--- src/rtl/dot_product_sequencer.sv ---
// dot_product_sequencer
//   Run controller for the SRAM-fed compute engine. A rising edge on dut_run
//   (seen in idle) starts a run. The run reads a two-word header {L, V} from
//   input SRAM. It then streams V input vectors of length L against one weight
//   vector and accumulates signed products. One saturated result per vector
//   is written to output SRAM.
//
// Ports
//   clk, reset_b                 clock (rising edge), async active-low reset
//   dut_run / dut_busy           start request / run-in-progress flag
//   dut_sram_read_address        input SRAM address (data returns next cycle)
//   sram_dut_read_data           input SRAM read data
//   dut_wmem_read_address        weight SRAM address (data returns next cycle)
//   wmem_dut_read_data           weight SRAM read data
//   dut_sram_write_enable        output SRAM write strobe (one cycle per result)
//   dut_sram_write_address/data  output SRAM write address / saturated result
module dot_product_sequencer #(
  parameter int unsigned ADDR_W   = 12,
  parameter int unsigned DATA_W   = 16,
  parameter int unsigned ACC_W    = 40,
  parameter int unsigned IN_BASE  = 2,
  parameter int unsigned OUT_BASE = 0
) (
  input  logic              clk,
  input  logic              reset_b,
  input  logic              dut_run,
  output logic              dut_busy,
  output logic [ADDR_W-1:0] dut_sram_read_address,
  input  logic [DATA_W-1:0] sram_dut_read_data,
  output logic [ADDR_W-1:0] dut_wmem_read_address,
  input  logic [DATA_W-1:0] wmem_dut_read_data,
  output logic              dut_sram_write_enable,
  output logic [ADDR_W-1:0] dut_sram_write_address,
  output logic [DATA_W-1:0] dut_sram_write_data
);

  localparam int unsigned PROD_W = 2 * DATA_W;

  localparam logic signed [ACC_W-1:0] SatMax =
    {{(ACC_W - DATA_W + 1){1'b0}}, {(DATA_W - 1){1'b1}}};
  localparam logic signed [ACC_W-1:0] SatMin =
    {{(ACC_W - DATA_W + 1){1'b1}}, {(DATA_W - 1){1'b0}}};

  typedef enum logic [2:0] {
    StIdle, StHdr0, StHdr1, StHdr2, StStream, StDrain, StWrite, StFin
  } state_e;

  state_e                    state_q, state_d;
  logic                      run_prev_q;
  logic                      busy_q, busy_d;
  logic [DATA_W-1:0]         len_q, len_d;
  logic [DATA_W-1:0]         num_q, num_d;
  logic [DATA_W-1:0]         idx_q, idx_d;
  logic [DATA_W-1:0]         vec_q, vec_d;
  logic [ADDR_W-1:0]         ptr_q, ptr_d;
  logic                      mac_vld_q, mac_vld_d;
  logic signed [ACC_W-1:0]   acc_q, acc_d;
  logic                      we_q, we_d;
  logic [ADDR_W-1:0]         waddr_q, waddr_d;
  logic [DATA_W-1:0]         wdata_q, wdata_d;

  logic signed [PROD_W-1:0]  prod;
  logic signed [ACC_W-1:0]   prod_ext;

  function automatic logic [DATA_W-1:0] sat(input logic signed [ACC_W-1:0] a);
    if (a > SatMax)      return SatMax[DATA_W-1:0];
    else if (a < SatMin) return SatMin[DATA_W-1:0];
    else                 return a[DATA_W-1:0];
  endfunction

  // Operands arrive one cycle after their addresses; mac_vld_q marks them.
  assign prod     = $signed(sram_dut_read_data) * $signed(wmem_dut_read_data);
  assign prod_ext = {{(ACC_W - PROD_W){prod[PROD_W-1]}}, prod};

  always_comb begin
    state_d   = state_q;
    len_d     = len_q;
    num_d     = num_q;
    idx_d     = idx_q;
    vec_d     = vec_q;
    ptr_d     = ptr_q;
    we_d      = 1'b0;
    waddr_d   = waddr_q;
    wdata_d   = wdata_q;
    mac_vld_d = (state_q == StStream);
    acc_d     = mac_vld_q ? (acc_q + prod_ext) : acc_q;

    unique case (state_q)
      StIdle: begin
        if (dut_run && !run_prev_q) state_d = StHdr0;
      end
      StHdr0: state_d = StHdr1;
      StHdr1: begin
        len_d   = sram_dut_read_data;
        state_d = StHdr2;
      end
      StHdr2: begin
        num_d = sram_dut_read_data;
        idx_d = '0;
        vec_d = '0;
        ptr_d = ADDR_W'(IN_BASE);
        acc_d = '0;
        if (len_q == '0 || sram_dut_read_data == '0) state_d = StFin;
        else                                          state_d = StStream;
      end
      StStream: begin
        // ptr_q tracks IN_BASE + v*L + i without a multiplier.
        idx_d = idx_q + DATA_W'(1);
        ptr_d = ptr_q + ADDR_W'(1);
        if (idx_q == len_q - DATA_W'(1)) state_d = StDrain;
      end
      StDrain: begin
        // acc_d already includes the final product.
        we_d    = 1'b1;
        waddr_d = ADDR_W'(OUT_BASE) + vec_q[ADDR_W-1:0];
        wdata_d = sat(acc_d);
        state_d = StWrite;
      end
      StWrite: begin
        acc_d = '0;
        idx_d = '0;
        vec_d = vec_q + DATA_W'(1);
        if (vec_q + DATA_W'(1) == num_q) state_d = StFin;
        else                              state_d = StStream;
      end
      StFin:   state_d = StIdle;
      default: state_d = StIdle;
    endcase

    busy_d = (state_d != StIdle);
  end

  always_ff @(posedge clk or negedge reset_b) begin
    if (!reset_b) begin
      state_q    <= StIdle;
      run_prev_q <= 1'b0;
      busy_q     <= 1'b0;
      len_q      <= '0;
      num_q      <= '0;
      idx_q      <= '0;
      vec_q      <= '0;
      ptr_q      <= '0;
      mac_vld_q  <= 1'b0;
      acc_q      <= '0;
      we_q       <= 1'b0;
      waddr_q    <= '0;
      wdata_q    <= '0;
    end else begin
      state_q    <= state_d;
      run_prev_q <= dut_run;
      busy_q     <= busy_d;
      len_q      <= len_d;
      num_q      <= num_d;
      idx_q      <= idx_d;
      vec_q      <= vec_d;
      ptr_q      <= ptr_d;
      mac_vld_q  <= mac_vld_d;
      acc_q      <= acc_d;
      we_q       <= we_d;
      waddr_q    <= waddr_d;
      wdata_q    <= wdata_d;
    end
  end

  // Read addresses decode from registered state only.
  always_comb begin
    dut_sram_read_address = '0;
    dut_wmem_read_address = '0;
    case (state_q)
      StHdr1:   dut_sram_read_address = ADDR_W'(1);
      StStream: begin
        dut_sram_read_address = ptr_q;
        dut_wmem_read_address = idx_q[ADDR_W-1:0];
      end
      default: ;
    endcase
  end

  assign dut_busy               = busy_q;
  assign dut_sram_write_enable  = we_q;
  assign dut_sram_write_address = waddr_q;
  assign dut_sram_write_data    = wdata_q;

endmodule

--- config.mk ---
export PLATFORM = sky130hd
export DESIGN_NAME = dot_product_sequencer
export DESIGN_NICKNAME = d
export VERILOG_FILES = /design/src/rtl/dot_product_sequencer.sv
export SDC_FILE = /design/constraint.sdc
export NUM_CORES = 1
export LEC_CHECK = 0
export BUFFER_PORTS_ARGS = -buffer_cell sky130_fd_sc_hd__buf_2
export CAP_MARGIN = 20
export CORE_ASPECT_RATIO = 0.9
export CORE_MARGIN = 5
export CORE_UTILIZATION = 45
export DETAILED_ROUTE_END_ITERATION = 7
export SYNTH_ARGS = -nofsm -noshare
export SYNTH_HDL_FRONTEND = slang
export SYNTH_SLANG_ARGS = --single-unit
--- constraint.sdc ---
create_clock -name clk -period 6.41 [get_ports clk]
set_input_delay 1.282 -clock clk [delete_from_list [all_inputs] [get_ports clk]]
set_output_delay 1.282 -clock clk [all_outputs]
set_load 0.1 [all_outputs]
==> results of run 1 <==
[per-stage QoR]
step / util (%) / hold slack, ns / setup WS (ns)
floorplan: - / 0.4434 / -1.093
detailed placement: 52.59 / 0.4589 / -1.733
CTS: 56.55 / 0.4879 / -1.008
finish: 58.01 / 0.4862 / -1.065
global route: 58.01 / 0.5152 / -1.268
global placement: 52.59 / 0.4600 / -1.667
[cells by family after synthesis]
kind of cell,Yosys count
XOR/XNOR,75
flip-flops,151
AO/OA/AOI/OAI,275
buffers and inverters,522
adder cells (fa/ha/maj),450
multiplexers,38
AND/OR/NAND/NOR,761
[synthesized netlist by cell type, types with 4 or more instances]
cell / instances
sky130_fd_sc_hd__o21a_1: 9
sky130_fd_sc_hd__xnor2_1: 45
sky130_fd_sc_hd__xor2_1: 30
sky130_fd_sc_hd__o21ai_0: 79
sky130_fd_sc_hd__or3_1: 15
sky130_fd_sc_hd__a41oi_1: 4
sky130_fd_sc_hd__ha_1: 120
sky130_fd_sc_hd__o211ai_1: 9
sky130_fd_sc_hd__inv_1: 419
sky130_fd_sc_hd__and2_1: 153
sky130_fd_sc_hd__a22oi_1: 7
sky130_fd_sc_hd__dfrtp_1: 151
sky130_fd_sc_hd__nand2_1: 307
sky130_fd_sc_hd__clkbuf_1: 84
sky130_fd_sc_hd__mux2_2: 16
sky130_fd_sc_hd__nor4_1: 17
sky130_fd_sc_hd__and4_1: 4
sky130_fd_sc_hd__nand2b_1: 12
sky130_fd_sc_hd__a21oi_1: 50
sky130_fd_sc_hd__mux2i_1: 22
sky130_fd_sc_hd__a211oi_1: 8
sky130_fd_sc_hd__nor2_1: 120
sky130_fd_sc_hd__fa_1: 330
sky130_fd_sc_hd__a22oi_2: 11
sky130_fd_sc_hd__nand3_1: 43
sky130_fd_sc_hd__buf_1: 4
sky130_fd_sc_hd__nor3_1: 18
sky130_fd_sc_hd__and3_1: 24
sky130_fd_sc_hd__buf_2: 12
sky130_fd_sc_hd__or2_2: 5
sky130_fd_sc_hd__o21bai_1: 5
sky130_fd_sc_hd__o211a_1: 4
sky130_fd_sc_hd__a21o_1: 17
sky130_fd_sc_hd__o31ai_1: 9
sky130_fd_sc_hd__nand4_1: 16
sky130_fd_sc_hd__nor2b_1: 8
sky130_fd_sc_hd__a31oi_1: 13
[worst max path at each step]
stage	start	end	slack, ns	depth (start not counted)
3_3_place_gp	wmem_dut_read_data[15]	dut_sram_write_data[2]$_DFFE_PN0P_	-1.67	25
3_5_place_dp	wmem_dut_read_data[15]	dut_sram_write_data[2]$_DFFE_PN0P_	-1.73	25
5_1_grt	sram_dut_read_data[15]	dut_sram_write_data[4]$_DFFE_PN0P_	-1.27	30
6_report	sram_dut_read_data[15]	dut_sram_write_data[13]$_DFFE_PN0P_	-1.06	26
2_1_floorplan	sram_dut_read_data[15]	dut_sram_write_data[10]$_DFFE_PN0P_	-1.09	27
4_1_cts	sram_dut_read_data[15]	dut_sram_write_data[0]$_DFFE_PN0P_	-1.01	29
[repair_timing]
| action | in CTS | in global routing |
|---|---|---|
| pin swaps | 72 | 89 |
| gates resized for setup | 197 | 140 |
| setup buffers | 41 | 26 |
| cloned | 3 | 0 |
| hold buffers | 0 | 0 |
| endpoints found under the setup margin | 41 | 45 |
| endpoints found under the hold margin | 0 | 0 |
[flip-flops by register name, indices dropped and copies added (netlist names)]
signal and cells:
ptr_q 12, state_q 3, run_prev_q 1, dut_sram_write_address 12, dut_sram_write_data 16, acc_q 40
num_q 16, dut_sram_write_enable 1, idx_q 16, dut_busy 1, mac_vld_q 1, len_q 16
vec_q 16
[worst reg2reg max path, cell delays in order, from the launching register on]
cell	delay, ns
sky130_fd_sc_hd__dfrtp_1	0.36
sky130_fd_sc_hd__inv_1	0.15
sky130_fd_sc_hd__fa_1	0.44
sky130_fd_sc_hd__inv_1	0.08
sky130_fd_sc_hd__fa_1	0.44
sky130_fd_sc_hd__fa_1	0.50
sky130_fd_sc_hd__fa_1	0.58
sky130_fd_sc_hd__inv_2	0.04
sky130_fd_sc_hd__fa_1	0.50
sky130_fd_sc_hd__inv_2	0.05
sky130_fd_sc_hd__ha_4	0.30
sky130_fd_sc_hd__buf_6	0.12
sky130_fd_sc_hd__nand3_4	0.10
sky130_fd_sc_hd__or3_4	0.43
sky130_fd_sc_hd__o21ai_4	0.23
sky130_fd_sc_hd__o211ai_4	0.15
sky130_fd_sc_hd__and3b_2	0.28
sky130_fd_sc_hd__o31ai_4	0.30
sky130_fd_sc_hd__nand4bb_1	0.16
sky130_fd_sc_hd__nor4_2	0.25
sky130_fd_sc_hd__buf_4	0.17
sky130_fd_sc_hd__a31oi_4	0.12
sky130_fd_sc_hd__clkbuf_16	0.20
sky130_fd_sc_hd__a22oi_2	0.12
[per-layer routing]
metal / global-route usage [%] / routed length (um)
met5: 0 / 0
met4: 3.823 / 692
met3: 2.906 / 2994
met2: 35.06 / 25300
met1: 36.33 / 27510
[area by class of cell]
| type | count | area [um^2] | area share, % |
|---|---|---|---|
| multi-input combinational | 1599 | 16200 | 61.68 |
| sequential | 151 | 3780 | 14.39 |
| timing repair buffer | 398 | 3338 | 12.71 |
| inverter | 420 | 1590 | 6.055 |
| tap | 608 | 760.7 | 2.896 |
| clock buffer | 18 | 429.2 | 1.634 |
| clock inverter | 14 | 166.4 | 0.6336 |
==> flow_summary.toml, run 1 <==
[worst_setup_path]
timing.critical_path.max_delay_family = "adder cells"
crit_path_capture_type = "flop"
critical_path.n_buffers_inverters = 8
worst-path-max-fanout = 8
critPathArrivalTime_ns = 7.80
r2r.worst_path.cells = 23
slowest_stage = "sky130_fd_sc_hd__fa_2"
reg2reg_to = "dut_sram_write_data[13]$_DFFE_PN0P_"
reg2reg_slack_ns = 0.26
critical_path.startpoint_type = "primary input"
cp_required_ns = 6.73
critical_path.reg2reg.startpoint = "acc_q[15]$_DFF_PN0_"
critical_path_class = "in -> reg"
critical-path-max-stage-delay_ns = 0.60

[layout]
fraction_of_layout_instances_using_a_drive_strength_above_1_pct = 28.46
mostFrequentLayoutCell = "sky130_fd_sc_hd__inv_1"
mostFrequentLayoutCells = "sky130_fd_sc_hd__inv_1, sky130_fd_sc_hd__fa_1, sky130_fd_sc_hd__nand2_1"
layout.cells.non_filler = 3208
n_antenna_cell = 0
postLayoutCellArea_um2 = 26260
nNetsFinal = 3072
num-fill-cells = 3940
syn2layout_area_growth_pct = 27.69

[outcome]
failed_checks = "setup timing"
outcome = "finished with violations"

[place]
detailedPlacementHpwl_um = 45470
place_congestion = 0.8937
placed_cell_area_um2 = 23810
place.port_buffers = 88
place_inst = 3109

[clocking]
cts_made_buffers = 17
numClockSinks = 151
clock_latency_ns = 0.45
path_clk_slew_ns = 0.07
h-tree-depth = 4
cts_max_path_buffers = 2
clk_root_buffer_cell = "sky130_fd_sc_hd__clkbuf_16"
cts_tree = "done"

[min_path]
whs_endpoint = "dut_sram_write_address[6]$_DFFE_PN0P_"
hold_depth = 2
hp-class = "reg -> reg"
hp-start = "dut_sram_write_address[6]$_DFFE_PN0P_"

[detailed_routing]
avgViaCountPerCell = 5.210
detail_route.drc_violations = 0
ant_nets = 0
drt_first_pass_iters = 6
wl_per_cell_um = 17.61
wl_um = 56500
drt_iter0_markers = 1202
detailroute.via_count = 16715

[synth]
synthesized_net_count = 2757
synth-seq-cells = 151
yosys.area.top_type_share_pct = 32.12
cell_accounting_for_the_most_synthesized_area = "sky130_fd_sc_hd__fa_1"
synth_top_family_by_area = "adder cells"
synthTopCellsByArea = "sky130_fd_sc_hd__fa_1, sky130_fd_sc_hd__dfrtp_1, sky130_fd_sc_hd__inv_1"
synth_seq_area_share_pct = 18.37
syn-cell-area_um2 = 20570
ys_types = 82
synth-adder-area-share_pct = 39.42
synth_mux_area_share_pct = 1.947
post_synth.cell_area_avg_um2 = 9.053
post_synth_inst_count = 2272
synth-compound-area-share_pct = 9.429
yosys.area_share.simple_pct = 17.97
synth-edff-count = 0
synth-xor-area-share_pct = 3.194
synth_warnings = 0
async_reset_ff_share_pct = 100.0
ys.flop_type = "sky130_fd_sc_hd__dfrtp_1"

[timing]
maxSlewHeadroom_pct = 34.46
final_skew_ns = 0.02168
hold_viol = 0
final_min_period_over_clock_period_pct = 116.6
tightest_slew_ns = 0.9832
fin_crit_ns = 7.475
final_critical_path_setup_slack_ns = -1.065
rsz0062_at_grt = "yes"
count_of_final_max_slew_check_failures = 0
final.setup.tns_ns = -20.85
setup_viol = 34
fmaxAchievable_mhz = 133.8

[global_route]
final_global_route_overflow_total = 0
first_pass_grt_wire_length_um = 94340
antenna_found_initial = 0
via_count_of_the_first_global_routing_pass = 17501
gr-usage-all-layers_pct = 23.10
pin_count_of_the_biggest_net_entering_global_routing = 98

[floorplanning]
die_x_um = 235.4
core_area_um2 = 45280
initial_core_utilization_pct = 45.43
die_h_um = 212.8
die_area_um2 = 50090
placementRows = 74
num_io_pins = 89

[flow_run]
cap_viol_max_count = 0
Power of run 1 is not shown: default switching activity piles up to over one toggle a cycle in this logic, so the estimate is an artifact.
==> inputs of run 2 (changes only) <==
--- a/config.mk
+++ b/config.mk
@@ -5,12 +5,13 @@
 export SDC_FILE = /design/constraint.sdc
 export NUM_CORES = 1
 export LEC_CHECK = 0
-export BUFFER_PORTS_ARGS = -buffer_cell sky130_fd_sc_hd__buf_2
 export CAP_MARGIN = 20
 export CORE_ASPECT_RATIO = 0.9
 export CORE_MARGIN = 5
 export CORE_UTILIZATION = 45
+export CTS_BUF_LIST = sky130_fd_sc_hd__clkbuf_4 sky130_fd_sc_hd__clkbuf_8 sky130_fd_sc_hd__clkbuf_16
 export DETAILED_ROUTE_END_ITERATION = 7
+export DONT_BUFFER_PORTS = 1
 export SYNTH_ARGS = -nofsm -noshare
 export SYNTH_HDL_FRONTEND = slang
 export SYNTH_SLANG_ARGS = --single-unit
==> flow_summary.toml, run 2 (synthesis gave the netlist of run 1 again) <==
[outcome]
outcome = "finished with violations"
failed_checks = "setup timing"

[timing]
rsz0062_at_grt = "yes"
holdWs_ns = 0.5013
final_critical_path_setup_slack_ns = -0.7801
hold_viol = 0
fmaxAchievable_mhz = 139.1
fin_crit_ns = 7.190
count_of_final_max_slew_check_failures = 0
final_skew_ns = 0.01608
setup_viol = 24
maxSlewHeadroom_pct = 28.73
tightest_slew_ns = 1.068
final_min_period_over_clock_period_pct = 112.2

[clocking]
cts_max_path_buffers = 2
clk_root_buffer_cell = "sky130_fd_sc_hd__clkbuf_16"
cts_tree = "done"
numClockSinks = 151
h-tree-depth = 4
cts_made_buffers = 17
path_clk_slew_ns = 0.08
clock_latency_ns = 0.45

[detailed_routing]
ant_nets = 0
wl_per_cell_um = 18.50
drt_iter0_markers = 975
drt_first_pass_iters = 6
detailroute.via_count = 16020
wl_um = 55850
detail_route.drc_violations = 0
avgViaCountPerCell = 5.306

[worst_setup_path]
timing.critical_path.max_delay_family = "adder cells"
critical-path-max-stage-delay_ns = 0.61
r2r.worst_path.cells = 23
reg2reg_slack_ns = 0.38
slowest_stage = "sky130_fd_sc_hd__fa_2"
crit_path_to = "dut_sram_write_data[10]$_DFFE_PN0P_"
crit_path_capture_type = "flop"
cp_required_ns = 6.78
worst-path-max-fanout = 19
critical_path.n_buffers_inverters = 9
crit_cells = 27
critPathLaunch = "sram_dut_read_data[15]"
critical_path.reg2reg.startpoint = "acc_q[15]$_DFF_PN0_"
reg2reg_to = "dut_sram_write_data[4]$_DFFE_PN0P_"
critPathArrivalTime_ns = 7.57
critical_path_class = "in -> reg"
critical_path.startpoint_type = "primary input"

[floorplanning]
core_area_um2 = 45280
die_x_um = 235.4
die_h_um = 212.8
placementRows = 74
initial_core_utilization_pct = 45.43
die_area_um2 = 50090
num_io_pins = 89

[layout]
mostFrequentLayoutCell = "sky130_fd_sc_hd__inv_1"
layout.core_utilization_pct = 54.03
num-fill-cells = 4091
mostFrequentLayoutCells = "sky130_fd_sc_hd__inv_1, sky130_fd_sc_hd__fa_1, sky130_fd_sc_hd__nand2_1"
largest-register = "acc_q"
nNetsFinal = 2883
fraction_of_layout_instances_using_a_drive_strength_above_1_pct = 20.12
syn2layout_area_growth_pct = 18.93
number_of_flip_flops_in_the_largest_register = 40
n_antenna_cell = 0

[global_route]
via_count_of_the_first_global_routing_pass = 16736
first_pass_grt_wire_length_um = 92650
antenna_found_initial = 0
final_global_route_overflow_total = 0
pin_count_of_the_biggest_net_entering_global_routing = 152
gr-usage-all-layers_pct = 22.90

[flow_run]
cap_viol_max_count = 0

[place]
place.port_buffers = 0
detailedPlacementHpwl_um = 43810
place_congestion = 0.8816

[min_path]
hold_depth = 1
hp-class = "reg -> reg"
-- run 2: cell count changes in the layout (fill, tap and decap cells not counted), moves of 7 or more --
cell / delta
sky130_fd_sc_hd__inv_2: -19
sky130_fd_sc_hd__inv_1: +20
sky130_fd_sc_hd__buf_4: -74
sky130_fd_sc_hd__buf_2: -61
sky130_fd_sc_hd__and2_4: -13
sky130_fd_sc_hd__buf_6: -36
sky130_fd_sc_hd__ha_1: +7
sky130_fd_sc_hd__and2_1: +13
sky130_fd_sc_hd__buf_12: -12
-- run 2: routing by layer --
metal  GRT usage [%]  vias up  part of all wire (%)
met1           35.65     8126                    49
met4           3.883        0                   1.2
met5               0        -                     0
met2           34.16      443                    44
li1                -     7385                     -
met3           4.133       66                   6.1
-- run 2: worst register-to-register path, stage by stage, from the launching register on --
cell and delay [ns]:
sky130_fd_sc_hd__dfrtp_1 0.32, sky130_fd_sc_hd__inv_1 0.07, sky130_fd_sc_hd__fa_1 0.50, sky130_fd_sc_hd__inv_1 0.05
sky130_fd_sc_hd__fa_1 0.54, sky130_fd_sc_hd__fa_1 0.45, sky130_fd_sc_hd__fa_1 0.54, sky130_fd_sc_hd__inv_1 0.05
sky130_fd_sc_hd__fa_1 0.56, sky130_fd_sc_hd__inv_2 0.06, sky130_fd_sc_hd__ha_4 0.28, sky130_fd_sc_hd__a21oi_4 0.17
sky130_fd_sc_hd__o211ai_1 0.16, sky130_fd_sc_hd__buf_4 0.17, sky130_fd_sc_hd__a41o_4 0.23, sky130_fd_sc_hd__or3_4 0.38
sky130_fd_sc_hd__a31oi_4 0.22, sky130_fd_sc_hd__buf_6 0.15, sky130_fd_sc_hd__o2111ai_4 0.14, sky130_fd_sc_hd__nor3_2 0.24
sky130_fd_sc_hd__nand4_1 0.15, sky130_fd_sc_hd__o21ai_2 0.17, sky130_fd_sc_hd__buf_4 0.21, sky130_fd_sc_hd__a22oi_2 0.10
-- run 2: per-stage QoR --
stage	TNS [ns]	instances	setup WS [ns]	instance area, um^2
final	-12.89	3019	-0.7801	24460
after global routing	-18.42	3019	-1.005	24460
after CTS	-11.43	3009	-0.7142	24140
after detailed placement	-39.99	2956	-1.640	22800
after global placement	-39.35	2956	-1.647	22800
after floorplan	-19.99	2272	-1.093	21370
-- run 2: worst min-delay path by stage --
stage,from,end,slack [ns]
finish,ptr_q[11]$_DFFE_PN0P_,ptr_q[11]$_DFFE_PN0P_,0.50
global route,num_q[12]$_DFFE_PN0P_,num_q[12]$_DFFE_PN0P_,0.52
CTS,ptr_q[11]$_DFFE_PN0P_,ptr_q[11]$_DFFE_PN0P_,0.50
detailed placement,ptr_q[11]$_DFFE_PN0P_,ptr_q[11]$_DFFE_PN0P_,0.49
global placement,num_q[14]$_DFFE_PN0P_,num_q[14]$_DFFE_PN0P_,0.49
floorplan,ptr_q[11]$_DFFE_PN0P_,ptr_q[11]$_DFFE_PN0P_,0.44
-- run 2: what timing repair did --
action,CTS,global route
gates cloned,1,1
endpoints found under the hold margin,0,0
setup endpoints to repair,32,33
buffers inserted,21,12
hold buffers,0,0
resized for setup,125,58
pin swaps,59,63
-- run 2: layout make-up --
cell class | count | area, um^2 | area share (%)
Multi-Input combinational cell | 1599 | 16010 | 65.44
Sequential cell | 151 | 3780 | 15.45
Timing Repair Buffer | 209 | 1759 | 7.191
Inverter | 420 | 1588 | 6.491
Tap cell | 608 | 760.7 | 3.110
Clock buffer | 18 | 432.9 | 1.770
Clock inverter | 14 | 132.6 | 0.5422
Power of run 2 is left out for the same reason.
